`src/rtl/muldiv_pkg.sv`:
```
// muldiv_pkg
// Shared definitions for the execute-stage multiply/divide unit: the funct
// codes it shares with ALU_32, the sequencer state encoding and the default
// datapath width.
// Ports: none (package).
package muldiv_pkg;

    localparam int MULDIV_WIDTH = 32;

    localparam logic [5:0] FUNCT_ADD   = 6'd32;
    localparam logic [5:0] FUNCT_SUB   = 6'd34;
    localparam logic [5:0] FUNCT_AND   = 6'd36;
    localparam logic [5:0] FUNCT_OR    = 6'd37;
    localparam logic [5:0] FUNCT_SLT   = 6'd42;
    localparam logic [5:0] FUNCT_MFHI  = 6'd16;
    localparam logic [5:0] FUNCT_MFLO  = 6'd18;
    localparam logic [5:0] FUNCT_MULT  = 6'd24;
    localparam logic [5:0] FUNCT_MULTU = 6'd25;
    localparam logic [5:0] FUNCT_DIV   = 6'd26;
    localparam logic [5:0] FUNCT_DIVU  = 6'd27;

    typedef enum logic [1:0] {
        IDLE = 2'd0,
        RUN  = 2'd1,
        DONE = 2'd2
    } state_t;

endpackage

```
`src/rtl/divu_step.sv`:
```
// divu_step
// One combinational step of unsigned restoring division. The partial
// remainder is shifted left with the next dividend bit; if the divisor fits,
// it is subtracted and the quotient bit is 1, otherwise the shifted value is
// kept and the quotient bit is 0.
// Ports:
//   rem_i      current partial remainder (always < divisor)
//   bit_i      next dividend bit, MSB first
//   divisor_i  divisor
//   rem_o      next partial remainder
//   qbit_o     quotient bit produced by this step
module divu_step
    import muldiv_pkg::*;
#(
    parameter int WIDTH = MULDIV_WIDTH
) (
    input  logic [WIDTH-1:0] rem_i,
    input  logic             bit_i,
    input  logic [WIDTH-1:0] divisor_i,
    output logic [WIDTH-1:0] rem_o,
    output logic             qbit_o
);

    logic [WIDTH:0]   shifted;
    logic [WIDTH-1:0] diffLow;

    assign shifted = {rem_i, bit_i};

    // When the divisor fits, the true difference is below the divisor and
    // therefore fits in WIDTH bits, so the low bits of the subtraction suffice.
    assign diffLow = shifted[WIDTH-1:0] - divisor_i;
    assign qbit_o  = (shifted >= {1'b0, divisor_i});
    assign rem_o   = qbit_o ? diffLow : shifted[WIDTH-1:0];

endmodule

```
`src/rtl/muldiv_hilo.sv`:
```
// muldiv_hilo
// Multi-cycle multiply/divide unit beside ALU_32. It owns the HI/LO pair,
// runs shift-add multiply or restoring divide at one bit per clock, and
// serves MFHI/MFLO reads through dataout_o.
// Optional feature: define SIGNED_MULDIV_EN to add MULT/DIV (signed); when
// undefined, funct 24 and 26 are ignored like any unsupported code.
// Ports:
//   clk_i      rising-edge clock
//   reset_i    synchronous active-high reset, aborts any operation
//   start_i    request, sampled only in IDLE
//   sel_i      6-bit funct code
//   a_i, b_i   multiplicand/dividend and multiplier/divisor
//   busy_o     high while iterating
//   done_o     one-cycle completion pulse
//   hi_o, lo_o HI and LO registers
//   dataout_o  HI for MFHI, LO for MFLO, otherwise 0
module muldiv_hilo
    import muldiv_pkg::*;
#(
    parameter int WIDTH = MULDIV_WIDTH,
    parameter int CNT_W = 6
) (
    input  logic             clk_i,
    input  logic             reset_i,
    input  logic             start_i,
    input  logic [5:0]       sel_i,
    input  logic [WIDTH-1:0] a_i,
    input  logic [WIDTH-1:0] b_i,
    output logic             busy_o,
    output logic             done_o,
    output logic [WIDTH-1:0] hi_o,
    output logic [WIDTH-1:0] lo_o,
    output logic [WIDTH-1:0] dataout_o
);

    state_t           state_q, state_d;
    logic [CNT_W-1:0] cnt_q, cnt_d;
    // acc_q: multiply accumulator P (with carry bit) or division remainder.
    // low_q: multiplier being shifted out, or dividend shifting into quotient.
    // opb_q: multiplicand or divisor.
    logic [WIDTH:0]   acc_q, acc_d;
    logic [WIDTH-1:0] low_q, low_d;
    logic [WIDTH-1:0] opb_q, opb_d;
    logic [WIDTH-1:0] hi_q, hi_d;
    logic [WIDTH-1:0] lo_q, lo_d;
    logic             isDiv_q, isDiv_d;
    logic             negRes_q, negRes_d;
    logic             negRem_q, negRem_d;

    logic             acceptMul, acceptDiv, acceptSigned;
    logic             signA, signB;
    logic [WIDTH-1:0] magA, magB;

    logic [WIDTH:0]     mulSum;
    logic [WIDTH:0]     mulAccNext;
    logic [WIDTH-1:0]   mulLowNext;
    logic [2*WIDTH-1:0] product, prodRes;
    logic [WIDTH-1:0]   divRem, divLowNext, quoRes, remRes;
    logic               divQbit;

    // Decode which operation the current funct code would start.
    always_comb begin
        acceptMul    = 1'b0;
        acceptDiv    = 1'b0;
        acceptSigned = 1'b0;
        if (sel_i == FUNCT_MULTU) acceptMul = 1'b1;
        if (sel_i == FUNCT_DIVU)  acceptDiv = 1'b1;
`ifdef SIGNED_MULDIV_EN
        if (sel_i == FUNCT_MULT) begin
            acceptMul    = 1'b1;
            acceptSigned = 1'b1;
        end
        if (sel_i == FUNCT_DIV) begin
            acceptDiv    = 1'b1;
            acceptSigned = 1'b1;
        end
`endif
    end

    // Signed operations iterate on magnitudes; the signs are remembered and
    // applied to the result at the completion write.
    assign signA = acceptSigned & a_i[WIDTH-1];
    assign signB = acceptSigned & b_i[WIDTH-1];
    assign magA  = signA ? -a_i : a_i;
    assign magB  = signB ? -b_i : b_i;

    // Shift-add multiply step: add the multiplicand when the multiplier LSB
    // is set, then shift {P, multiplier} right by one. The carry lands in
    // P's extra bit, so nothing is lost.
    assign mulSum     = acc_q + (low_q[0] ? {1'b0, opb_q} : {(WIDTH+1){1'b0}});
    assign mulAccNext = {1'b0, mulSum[WIDTH:1]};
    assign mulLowNext = {mulSum[0], low_q[WIDTH-1:1]};
    assign product    = {mulAccNext[WIDTH-1:0], mulLowNext};
    assign prodRes    = negRes_q ? -product : product;

    divu_step #(.WIDTH(WIDTH)) u_divu_step (
        .rem_i     (acc_q[WIDTH-1:0]),
        .bit_i     (low_q[WIDTH-1]),
        .divisor_i (opb_q),
        .rem_o     (divRem),
        .qbit_o    (divQbit)
    );

    assign divLowNext = {low_q[WIDTH-2:0], divQbit};
    // Quotient truncates toward zero; the remainder follows the dividend sign.
    assign quoRes     = negRes_q ? -divLowNext : divLowNext;
    assign remRes     = negRem_q ? -divRem : divRem;

    // Sequencer next-state and datapath updates. The final RUN edge writes
    // HI/LO from this cycle's step result so that DONE already shows them.
    always_comb begin
        state_d  = state_q;
        cnt_d    = cnt_q;
        acc_d    = acc_q;
        low_d    = low_q;
        opb_d    = opb_q;
        hi_d     = hi_q;
        lo_d     = lo_q;
        isDiv_d  = isDiv_q;
        negRes_d = negRes_q;
        negRem_d = negRem_q;
        case (state_q)
            IDLE: begin
                if (start_i && (acceptMul || acceptDiv)) begin
                    cnt_d    = '0;
                    acc_d    = '0;
                    isDiv_d  = acceptDiv;
                    negRes_d = signA ^ signB;
                    negRem_d = signA;
                    if (acceptDiv) begin
                        low_d = magA;
                        opb_d = magB;
                    end else begin
                        low_d = magB;
                        opb_d = magA;
                    end
                    if (acceptDiv && (b_i == '0)) begin
                        hi_d    = a_i;
                        lo_d    = '1;
                        state_d = DONE;
                    end else begin
                        state_d = RUN;
                    end
                end
            end
            RUN: begin
                cnt_d = cnt_q + CNT_W'(1);
                if (isDiv_q) begin
                    acc_d = {1'b0, divRem};
                    low_d = divLowNext;
                end else begin
                    acc_d = mulAccNext;
                    low_d = mulLowNext;
                end
                if (cnt_q == CNT_W'(WIDTH-1)) begin
                    state_d = DONE;
                    if (isDiv_q) begin
                        hi_d = remRes;
                        lo_d = quoRes;
                    end else begin
                        hi_d = prodRes[2*WIDTH-1:WIDTH];
                        lo_d = prodRes[WIDTH-1:0];
                    end
                end
            end
            DONE: begin
                state_d = IDLE;
            end
            default: begin
                state_d = IDLE;
            end
        endcase
    end

    // State and datapath registers; reset clears everything and abandons any
    // operation in flight.
    always_ff @(posedge clk_i) begin
        if (reset_i) begin
            state_q  <= IDLE;
            cnt_q    <= '0;
            acc_q    <= '0;
            low_q    <= '0;
            opb_q    <= '0;
            hi_q     <= '0;
            lo_q     <= '0;
            isDiv_q  <= 1'b0;
            negRes_q <= 1'b0;
            negRem_q <= 1'b0;
        end else begin
            state_q  <= state_d;
            cnt_q    <= cnt_d;
            acc_q    <= acc_d;
            low_q    <= low_d;
            opb_q    <= opb_d;
            hi_q     <= hi_d;
            lo_q     <= lo_d;
            isDiv_q  <= isDiv_d;
            negRes_q <= negRes_d;
            negRem_q <= negRem_d;
        end
    end

    // MFHI/MFLO read path, merged with the ALU result downstream.
    always_comb begin
        dataout_o = '0;
        if (sel_i == FUNCT_MFHI) begin
            dataout_o = hi_q;
        end else if (sel_i == FUNCT_MFLO) begin
            dataout_o = lo_q;
        end
    end

    assign busy_o = (state_q == RUN);
    assign done_o = (state_q == DONE);
    assign hi_o   = hi_q;
    assign lo_o   = lo_q;

endmodule

```
`config.mk`:
```
export PLATFORM = sky130hd
export DESIGN_NAME = muldiv_hilo
export DESIGN_NICKNAME = d
export VERILOG_FILES = /design/src/rtl/muldiv_pkg.sv /design/src/rtl/divu_step.sv /design/src/rtl/muldiv_hilo.sv
export SDC_FILE = /design/constraint.sdc
export NUM_CORES = 1
export LEC_CHECK = 0
export ABC_AREA = 1
export ABC_CLOCK_PERIOD_IN_PS = 4700
export CORE_MARGIN = 2
export CORE_UTILIZATION = 50
export CTS_CLUSTER_SIZE = 12
export DETAILED_ROUTE_END_ITERATION = 10
export GPL_ROUTABILITY_DRIVEN = 0
export PLACE_DENSITY = 0.76
export SLEW_MARGIN = 20
export SYNTH_ARGS = -nofsm -noshare
export SYNTH_HDL_FRONTEND = slang
export SYNTH_HIERARCHICAL = 1
export SYNTH_SLANG_ARGS = --single-unit
```
`constraint.sdc`:
```
create_clock -name clk_i -period 4.7 [get_ports clk_i]
set_clock_uncertainty 0.1 [all_clocks]
set_input_delay 1.175 -clock clk_i [delete_from_list [all_inputs] [get_ports clk_i]]
set_output_delay 1.175 -clock clk_i [all_outputs]
set_load 0.01 [all_outputs]
```
==> out/metrics.cfg, run 1 <==
[outcome]
status = finished clean

[grt]
first_global_vias = 14400
grt_overflow = 0
track_usage_pct = 32.1
grt_max_degree = 121
grt_pass1_wl_um = 74800
antenna_found_initial = 0

[final_layout]
diodes = 0
fin_util_pct = 59.2
mostFrequentLayoutCells = nand2_1, inv_1, a21oi_1
final_cells = 2937
num-nets-final = 2686
final_area_sq_um = 16400
drive_gt1_share_pct = 3.44
layout_commonest_cell = nand2_1
area_growth_syn_to_layout_pct = 17.3

[synthesis]
ys_async_sr_fraction_pct = 0
synth_edf_count = 0
synth_top_family_by_area = simple AND/OR/NAND/NOR gates
synth_adder_area_share_pct = 6.11
synth-seq-area-share_pct = 24.2
synth-simple-area-share_pct = 35.5
synth_area_sq_um = 14000
avgSynthCellArea_sq_um = 5.71
syn_nets = 2587
synth_compound_area_share_pct = 17.8
synthFlopType = dfxtp_1
yosysWarnings = 6
synth_xor_area_share_pct = 1.57
synth.mux.area_fraction_pct = 0
ys_types = 42
synth-seq-cells = 169
synth_cells = 2447

[timing]
hold_viol_final = 0
tightest_slew_ns = 1.09
period_needed_ns = 4.34
rsz0062_at_grt = no
drv_slew = 0
finalCritPeriodShare_pct = 92.3
slew_headroom_pct = 27.1
finalSetupTns_ns = 0
final-setup-viol-count = 0
fmax_ghz = 0.231

[clock_network]
clockBufferDepth = 2
clockRootBuffer = clkbuf_16
clock_latency_ns = 0.44
cts_resized = 0
numClockSinks = 169
hold_buffers = 0
cts.reportedPaths.clkPinSlew_ns = 0.07
cts_tree = yes
htreeDepth = 4
cts_setup_buffers = 0
cts-buffers-inserted = 17

[floorplanning]
row_count = 61
fp.dieH_um = 171
ios = 171
initial_core_util_pct = 50.5
core_area_sq_um = 27600
die_area_sq_um = 29300
die_w_um = 171

[worst_setup_path]
worst-path-max-fanout = 32
crit_top_cell = clkdlybuf4s50_1
slowest_stage = clkdlybuf4s50_1
critPathCaptureType = output port
arrival_ns = 3.06
path_cells = clkdlybuf4s50_1, inv_1, nand4_1, buf_4, o22ai_1, clkdlybuf4s50_1
worstSetupStartpointType = input pin
crit_type = in2out
worst_r2r_path_depth = 18
cp_data_required_time_ns = 3.42
slowest_delay_ns = 0.57

[detailed_routing]
drt_iter0_drc = 1702
dr.pass1.iters = 6
postRouteWirelength_um = 47100
ant_nets = 0
drc = 0
vias = 16000
vias_per_cell = 5.44
wl_per_cell_um = 16.0

[pwr]
irDropWorstVdd_uv = 233
power.leakage_nw = 8.01
power-per-cell-area_nw_per_um2 = 199

[placed_design]
dp_hpwl_um = 36400
io_buffer_count = 170
post_dp_cell_area_sq_um = 15800
dp_cells = 2905

[flow_run]
drv_cap = 0

[min_path]
hold_depth = 2
min_path_type = reg2reg

==> metal layers <==
layer  vias to the layer above  routed length (um)  global-route usage (%)
met2                       709               20500                    49.9
met5                         -                   0                       0
met4                         0                1450                    11.0
met1                      7282               21000                    45.4
li1                       7900                   -                       -
met3                        93                4140                    4.74
==> cells by family after synthesis <==
kind of cell             after synthesis
adder cells (fa/ha/maj)               67
XOR/XNOR                              25
AND/OR/NAND/NOR                     1193
flip-flops                           169
buffers and inverters                525
AO/OA/AOI/OAI                        468
==> stage by stage <==
stage	worst slack, ns	hold slack [ns]	total power, mW
after floorplan	1.45	0.346	1.72
after global placement	0.505	0.359	1.85
after detailed placement	0.426	0.364	1.85
after CTS	0.426	0.378	3.26
after global routing	0.347	0.397	3.35
final	0.363	0.376	3.26
==> flip-flops by register name (all words and copies together), names as in the netlist <==
name     cells
acc_q       32
cnt_q        6
hi_o        32
isDiv_q      1
lo_o        32
low_q       32
opb_q       32
state_q      2
==> path summary, 6_finish.rpt <==
| kind | start | endpoint | slack, ns |
|---|---|---|---|
| max reg2reg | opb_q[3] | hi_o[0] | 1.18 |
| max | sel_i[0] | dataout_o[25] | 0.36 |
| min | lo_o[4] | lo_o[4] | 0.38 |
| min reg2reg | lo_o[4] | lo_o[4] | 0.38 |
==> cell usage after synthesis, types with 3 or more instances <==
master    count  area, sq um
o22ai_1      32          200
nor2_2        4         25.0
nand3_2      11          110
nor2_1      153          574
nor3_2        4         40.0
o21ai_0     150          751
dfxtp_1     169         3380
nand4_1      13         81.3
buf_6         4         45.0
xor2_1       20          175
a21oi_1     241         1210
and2_1       11         68.8
o211ai_1     28          210
nand2_1     816         3060
clkbuf_1     65          244
nand3_1     141          706
xnor2_1       5         43.8
nand3b_1     12         90.1
buf_2        26          130
buf_1         9         33.8
a21o_1        3         22.5
inv_1       411         1540
ha_1         65          813
o21ai_1       9         45.0
nand2_2       4         25.0
inv_2         5         18.8
nor3_1       15         75.1
==> worst max-delay path, delay by kind of cell <==
family	cells	cell delay, ns
compound gates	1	0.26
buf+inv	4	1.48
simple gates	1	0.11
==> power breakdown <==
part | total (mW) | switching [mW] | internal, mW | leakage [nW]
Combinational | 0.383 | 0.246 | 0.137 | 6.36
Clock | 1.42 | 0.648 | 0.775 | 0.289
Sequential | 1.45 | 0.0101 | 1.44 | 1.36
==> cell type report <==
type	instances	area [sq um]
Inverter	418	1570
Clock inverter	13	131
Multi-Input combinational cell	1753	8520
Timing Repair Buffer	187	1840
Tap cell	378	473
Clock buffer	19	453
Fill cell	2779	11300
Sequential cell	169	3380
Note: power is estimated with default switching activity, not from simulation.
==> run 2, diff against run 1 <==
CAP_MARGIN = 10   (was default)
==> results of run 2 <==
No change in the layout: final DEF, timing and power equal those of run 1.
